[config.mk]
export PLATFORM = sky130hd
export DESIGN_NAME = pulse_train_gen_flat
export DESIGN_NICKNAME = d
export VERILOG_FILES = /design/src/rtl/safebox_pkg.sv /design/src/rtl/pulse_train_gen_if.sv /design/src/rtl/load_down_counter.sv /design/src/rtl/pulse_train_gen.sv /design/src/flat_wrapper.sv
export SDC_FILE = /design/constraint.sdc
export NUM_CORES = 1
export LEC_CHECK = 0
export BUFFER_PORTS_ARGS = -buffer_cell sky130_fd_sc_hd__buf_2
export CELL_PAD_IN_SITES_DETAIL_PLACEMENT = 1
export CELL_PAD_IN_SITES_GLOBAL_PLACEMENT = 2
export CORE_ASPECT_RATIO = 0.6
export CORE_MARGIN = 4
export CORE_UTILIZATION = 25
export DETAILED_ROUTE_END_ITERATION = 16
export HOLD_SLACK_MARGIN = 0.06
export PLACE_DENSITY_LB_ADDON = 0.05
export REMOVE_ABC_BUFFERS = 1
export SYNTH_ARGS = -nofsm -noshare
export SYNTH_HDL_FRONTEND = slang
export SYNTH_HIERARCHICAL = 1
export SYNTH_SLANG_ARGS = --single-unit
[constraint.sdc]
create_clock -name clk -period 8.9 [get_ports clk]
set_input_delay 1.78 -clock clk [delete_from_list [all_inputs] [get_ports clk]]
set_output_delay 1.78 -clock clk [all_outputs]
set_load 0.005 [all_outputs]
[src/rtl/safebox_pkg.sv]
// Shared SafeBox types and widths.
// Pulse-train generator states and default field widths.
package safebox_pkg;

  typedef enum logic [1:0] {
    IDLE = 2'd0,
    HIGH = 2'd1,
    LOW  = 2'd2,
    FIN  = 2'd3
  } ptg_state_t;

  localparam int PTG_LEN_W = 16;
  localparam int PTG_CNT_W = 4;

endpackage

[src/rtl/pulse_train_gen_if.sv]
// Trigger/field/waveform bundle for pulse_train_gen.
// Master drives the request fields; slave returns the waveform.
interface pulse_train_gen_if
  import safebox_pkg::*;
#(
  parameter int LEN_W = PTG_LEN_W,
  parameter int CNT_W = PTG_CNT_W
) ();

  logic             trig;
  logic [LEN_W-1:0] high_len;
  logic [LEN_W-1:0] low_len;
  logic [CNT_W-1:0] count;
  logic             abort;
  logic             pulse_out;
  logic             busy;
  logic             done;

  modport master (
    output trig,
    output high_len,
    output low_len,
    output count,
    output abort,
    input  pulse_out,
    input  busy,
    input  done
  );

  modport slave (
    input  trig,
    input  high_len,
    input  low_len,
    input  count,
    input  abort,
    output pulse_out,
    output busy,
    output done
  );

endinterface

[src/rtl/load_down_counter.sv]
// Loadable down counter; expire flags the last cycle of a run.
// Stops at zero so an idle counter never wraps.
module load_down_counter #(
  parameter int WIDTH = 16
) (
  input  logic             clk,
  input  logic             rst_n,
  input  logic             load,
  input  logic [WIDTH-1:0] load_val,
  input  logic             en,
  output logic             expire
);

  logic [WIDTH-1:0] cnt;

  always_ff @(posedge clk or negedge rst_n) begin
    if (!rst_n) begin
      cnt <= '0;
    end else if (load) begin
      cnt <= load_val;
    end else if (en && cnt != '0) begin
      cnt <= cnt - WIDTH'(1);
    end
  end

  assign expire = (cnt == WIDTH'(1));

endmodule

[src/rtl/pulse_train_gen.sv]
// Expands a one-cycle trigger into a train of timed pulses.
// FSM, latched lengths and registered outputs live here.
module pulse_train_gen
  import safebox_pkg::*;
#(
  parameter int LEN_W = PTG_LEN_W,
  parameter int CNT_W = PTG_CNT_W
) (
  input  logic               clk,
  input  logic               rst_n,
  pulse_train_gen_if.slave   bus
);

  ptg_state_t state, next;

  logic [LEN_W-1:0] high_q;
  logic [LEN_W-1:0] low_q;
  logic [LEN_W-1:0] high_cl;
  logic [LEN_W-1:0] low_cl;
  logic [LEN_W-1:0] len_val;

  logic len_load, len_en, len_exp;
  logic pls_load, pls_en, pls_exp;
  logic accept;

  logic pulse_q, busy_q, done_q;

  // Zero lengths behave as one cycle
  assign high_cl = (bus.high_len == '0) ? LEN_W'(1) : bus.high_len;
  assign low_cl  = (bus.low_len  == '0) ? LEN_W'(1) : bus.low_len;

  assign accept = (state == IDLE) && bus.trig &&
                  (bus.count != '0) && !bus.abort;

  always_ff @(posedge clk or negedge rst_n) begin
    if (!rst_n) begin
      state <= IDLE;
    end else begin
      state <= next;
    end
  end

  always_ff @(posedge clk or negedge rst_n) begin
    if (!rst_n) begin
      high_q <= '0;
      low_q  <= '0;
    end else if (accept) begin
      high_q <= high_cl;
      low_q  <= low_cl;
    end
  end

  always_comb begin
    next     = state;
    len_load = 1'b0;
    len_val  = high_q;
    len_en   = 1'b0;
    pls_load = 1'b0;
    pls_en   = 1'b0;
    unique case (state)
      IDLE: begin
        if (accept) begin
          next     = HIGH;
          len_load = 1'b1;
          len_val  = high_cl;
          pls_load = 1'b1;
        end
      end
      HIGH: begin
        len_en = 1'b1;
        if (len_exp) begin
          if (pls_exp) begin
            next = FIN;
          end else begin
            next     = LOW;
            len_load = 1'b1;
            len_val  = low_q;
            pls_en   = 1'b1;
          end
        end
      end
      LOW: begin
        len_en = 1'b1;
        if (len_exp) begin
          next     = HIGH;
          len_load = 1'b1;
          len_val  = high_q;
        end
      end
      FIN: next = IDLE;
      default: next = IDLE;
    endcase
    // Cancel overrides everything, including a same-cycle start
    if (bus.abort) begin
      next     = IDLE;
      len_load = 1'b0;
      len_en   = 1'b0;
      pls_load = 1'b0;
      pls_en   = 1'b0;
    end
  end

  load_down_counter #(.WIDTH(LEN_W)) u_len_cnt (
    .clk      (clk),
    .rst_n    (rst_n),
    .load     (len_load),
    .load_val (len_val),
    .en       (len_en),
    .expire   (len_exp)
  );

  load_down_counter #(.WIDTH(CNT_W)) u_pls_cnt (
    .clk      (clk),
    .rst_n    (rst_n),
    .load     (pls_load),
    .load_val (bus.count),
    .en       (pls_en),
    .expire   (pls_exp)
  );

  always_ff @(posedge clk or negedge rst_n) begin
    if (!rst_n) begin
      pulse_q <= 1'b0;
      busy_q  <= 1'b0;
      done_q  <= 1'b0;
    end else begin
      unique case (1'b1)
        (next == HIGH): begin
          pulse_q <= 1'b1;
          busy_q  <= 1'b1;
          done_q  <= 1'b0;
        end
        (next == LOW): begin
          pulse_q <= 1'b0;
          busy_q  <= 1'b1;
          done_q  <= 1'b0;
        end
        (next == FIN): begin
          pulse_q <= 1'b0;
          busy_q  <= 1'b0;
          done_q  <= 1'b1;
        end
        default: begin
          pulse_q <= 1'b0;
          busy_q  <= 1'b0;
          done_q  <= 1'b0;
        end
      endcase
    end
  end

  assign bus.pulse_out = pulse_q;
  assign bus.busy      = busy_q;
  assign bus.done      = done_q;

endmodule

[src/flat_wrapper.sv]
// flat-port wrapper written by rule: the top's interface ports become plain ports
module pulse_train_gen_flat import safebox_pkg::*;
#(
  parameter int LEN_W = PTG_LEN_W,
  parameter int CNT_W = PTG_CNT_W
)
  (clk, rst_n, bus_trig, bus_high_len, bus_low_len, bus_count, bus_abort, bus_pulse_out, bus_busy, bus_done);
  pulse_train_gen_if #(.LEN_W(LEN_W), .CNT_W(CNT_W)) bus_i ();
  input  logic clk;
  input  logic rst_n;
  input wire logic [$bits(bus_i.trig)-1:0] bus_trig;
  input wire logic [$bits(bus_i.high_len)-1:0] bus_high_len;
  input wire logic [$bits(bus_i.low_len)-1:0] bus_low_len;
  input wire logic [$bits(bus_i.count)-1:0] bus_count;
  input wire logic [$bits(bus_i.abort)-1:0] bus_abort;
  output wire logic [$bits(bus_i.pulse_out)-1:0] bus_pulse_out;
  output wire logic [$bits(bus_i.busy)-1:0] bus_busy;
  output wire logic [$bits(bus_i.done)-1:0] bus_done;
  assign bus_i.trig = bus_trig;
  assign bus_i.high_len = bus_high_len;
  assign bus_i.low_len = bus_low_len;
  assign bus_i.count = bus_count;
  assign bus_i.abort = bus_abort;
  assign bus_pulse_out = bus_i.pulse_out;
  assign bus_busy = bus_i.busy;
  assign bus_done = bus_i.done;
  pulse_train_gen #(.LEN_W(LEN_W), .CNT_W(CNT_W)) u_core (.clk(clk), .rst_n(rst_n), .bus(bus_i));
endmodule
==> impl_metrics.tcl <==
set metrics [dict create \
    utilization_pct 30.9 \
    rrSetupSlack_ps 4720 \
    p_leak_uw 0.00164 \
    wl_per_cell_um 17.6 \
    synth-adder-area-share_pct 3.83 \
    whs_path_depth 1 \
    hold_start "u_core/low_q[9]$_DFFE_PN0N_" \
    rows 32 \
    yosys_warnings 6 \
    synth_xor_area_share_pct 0 \
    antenna_found_initial 0 \
    status "finished, final reports clean" \
    slew_headroom_pct 37.3 \
    die-width_um 156 \
    cts_max_level 3 \
    async_reset_ff_share_pct 100 \
    synth.area.mux_share_pct 6.29 \
    drc 0 \
    grt_pass1_vias 2901 \
    hold_viol_final 0 \
    hold_slack_ps 507 \
    cts.repair.resized 0 \
    timing.rr.end "u_core/u_len_cnt/cnt[4]$_DFFE_PN0P_" \
    ios 43 \
    synth-simple-area-share_pct 20.0 \
    hpwl_um 7160 \
    synth_compound_area_share_pct 20.1 \
    clock_skew_ps 9.83 \
    avgViaCountPerCell 4.91 \
    dp.cells 544 \
    clock_latency_ps 330 \
    cp_num_buf_inv 2 \
    synthFlopType "dfrtp_1" \
    start_util_pct 25.5 \
    netlist_area_um2 3260 \
    ys_seq_elements 57 \
    portBuffers 42 \
    crit_start "u_core/u_len_cnt/cnt[6]$_DFFE_PN0P_" \
    numCtsBuffers 9 \
    crit_type "flip-flop to flip-flop" \
    crit_slowest_cell "and3b_1" \
    synthToLayoutAreaGrowth_pct 21.3 \
    cts_tree "yes" \
    drtAntennaViolNets 0 \
    setup-violations-final 0 \
    wl_um 9880 \
    rsz0062_at_grt "no" \
    whs_endpoint "u_core/low_q[9]$_DFFE_PN0N_" \
    n_fill_cell 1488 \
    critPathTopFamily "simple AND/OR/NAND/NOR gates" \
    die_area_um2 15000 \
    cp.required_ps 9100 \
    drv_cap 0 \
    critPathMaxStageDelay_ps 850 \
    gr-total-overflow 0 \
    cts_hold_buf 0 \
    tns_ps 0 \
    route.vias.total 2752 \
    powerDensity_nw_per_um2 248 \
    synth_edf_count 0 \
    grt_start_max_net_pins 74 \
    crit_path_start_kind "flip-flop" \
    gp_congestion 0.716 \
    period_share_pct 47.0 \
    cp_data_arrival_time_ps 4380 \
    ir_drop_mv 0.0822 \
    reg2reg_from "u_core/u_len_cnt/cnt[6]$_DFFE_PN0P_" \
    fin_cells 560 \
    path_clk_slew_ps 50 \
    synth.distinct_cells 66 \
    first_iter_violations 133 \
    max_slew.worst_pin.slew_ps 940 \
    final_nets 435 \
    die_h_um 96.5 \
    clock-sinks 57 \
    root_buffer "clkbuf_16" \
    track_usage_pct 14.5 \
    crit_chain "or4_4 > or3_4 > nor2_1 > and3b_1 > a211oi_1 > nor3_4 > buf_4 > inv_1 > a31oi_1 > o41ai_1" \
    syn_avg_cell_area_um2 9.43 \
    grt_pass1_wl_um 16500 \
    crit_cells 10 \
    reg2reg_depth 10 \
    synth_top_family_by_area "compound AO/OA/AOI/OAI gates" \
    fin_crit_ps 4180 \
    end_kind "flip-flop" \
    hold_class "flip-flop to flip-flop" \
    crit_fanout 24 \
    core_region_area_um2 12800 \
    fmax_mhz 239 \
    drive_gt1_share_pct 23.6 \
    synth_cells 346 \
    n_antenna_cell 0 \
    cts_max_path_buffers 2 \
    cts_setup_buffers 0 \
    ys_seq_area_share_pct 43.7 \
    report.power.total_uw 982 \
    maxSlewViolCount 0 \
    dr.pass1.iters 4 \
]
-- sequential cells by signal, summed over array words and instances (netlist names) --
signal                count
u_core/bus.busy           1
u_core/u_len_cnt/cnt     16
u_core/high_q            16
u_core/u_pls_cnt/cnt      4
u_core/state              2
u_core/low_q             16
u_core/bus.pulse_out      1
u_core/bus.done           1
-- cells in the final DEF (no fill, tap or decap), types with 3 or more instances in the layout --
| master | netlist | final |
|---|---|---|
| a21oi_1 | 12 | 12 |
| a22oi_1 | 14 | 14 |
| a31oi_1 | 9 | 9 |
| buf_2 | 5 | 42 |
| buf_4 | 1 | 4 |
| clkbuf_16 | 0 | 9 |
| dfrtp_1 | 57 | 57 |
| ha_1 | 10 | 10 |
| inv_1 | 29 | 29 |
| mux2_2 | 16 | 16 |
| nand2_1 | 31 | 31 |
| nand3_1 | 6 | 6 |
| nor2_1 | 22 | 22 |
| nor3_1 | 9 | 8 |
| nor3b_1 | 3 | 3 |
| nor4_1 | 9 | 9 |
| o21ai_0 | 37 | 37 |
| or3_1 | 3 | 3 |
| or4_1 | 4 | 4 |
| or4_4 | 3 | 3 |
-- Yosys cell counts (3+ instances only) --
library cell   n  area, um2
nor3b_1        3       22.5
nor4_1         9       56.3
nor2_1        22       82.6
inv_1         29        109
nor3_1         9       45.0
clkbuf_1      10       37.5
o21ai_0       37        185
dfrtp_1       57       1430
buf_2          5       25.0
or4_1          4       30.0
ha_1          10        125
a21oi_1       12       60.1
or3_1          3       18.8
a22oi_1       14        105
mux2_2        16        180
or4_4          3       33.8
a31oi_1        9       56.3
nand2_1       31        116
nand3_1        6       30.0
-- power by group --
group	switching, uW	internal (uW)
Combinational	116	96.9
Sequential	66.0	327
Clock	124	252
-- cells by family (layout without fill, tap and decap cells) --
| family | count (synthesis) | count (layout) |
|---|---|---|
| mux | 18 | 18 |
| compound gates | 101 | 101 |
| fa+ha+maj | 10 | 10 |
| simple gates | 113 | 113 |
| buf+inv | 47 | 91 |
| flops | 57 | 57 |
-- per-layer routing --
layer | vias up | wire, um | track usage (%)
met5 | - | 0 | 0
met4 | 0 | 117 | 4.37
met3 | 8 | 243 | 3.52
met2 | 29 | 3780 | 18.3
met1 | 1357 | 5740 | 23.4
li1 | 1358 | - | -
-- worst max path at each step --
stage,endpoint,slack (ps)
floorplan,u_core/u_len_cnt/cnt[4]$_DFFE_PN0P_,3320
finish,u_core/u_len_cnt/cnt[4]$_DFFE_PN0P_,4720
global route,u_core/u_len_cnt/cnt[4]$_DFFE_PN0P_,4420
global placement,u_core/u_len_cnt/cnt[9]$_DFFE_PN0P_,4560
detailed placement,u_core/u_len_cnt/cnt[5]$_DFFE_PN0P_,4480
CTS,u_core/u_len_cnt/cnt[4]$_DFFE_PN0P_,4670
-- area by class of cell --
class                      instances  area, um2  area share [%]
multi-input combinational        242       1650            41.7
inverter                          29        109            2.75
tap                              170        213            5.37
clock buffer                      11        243            6.13
sequential                        57       1430            36.0
timing repair buffer              46        240            6.06
clock inverter                     5       78.8            1.99
-- through the flow --
step / setup WS, ps / cell area, um2
6_report: 4720 / 3960
5_1_grt: 4420 / 3960
4_1_cts: 4670 / 3960
3_5_place_dp: 4480 / 3640
3_3_place_gp: 4560 / 3640
2_1_floorplan: 3320 / 3180
Power figures use the tool's default switching activity.
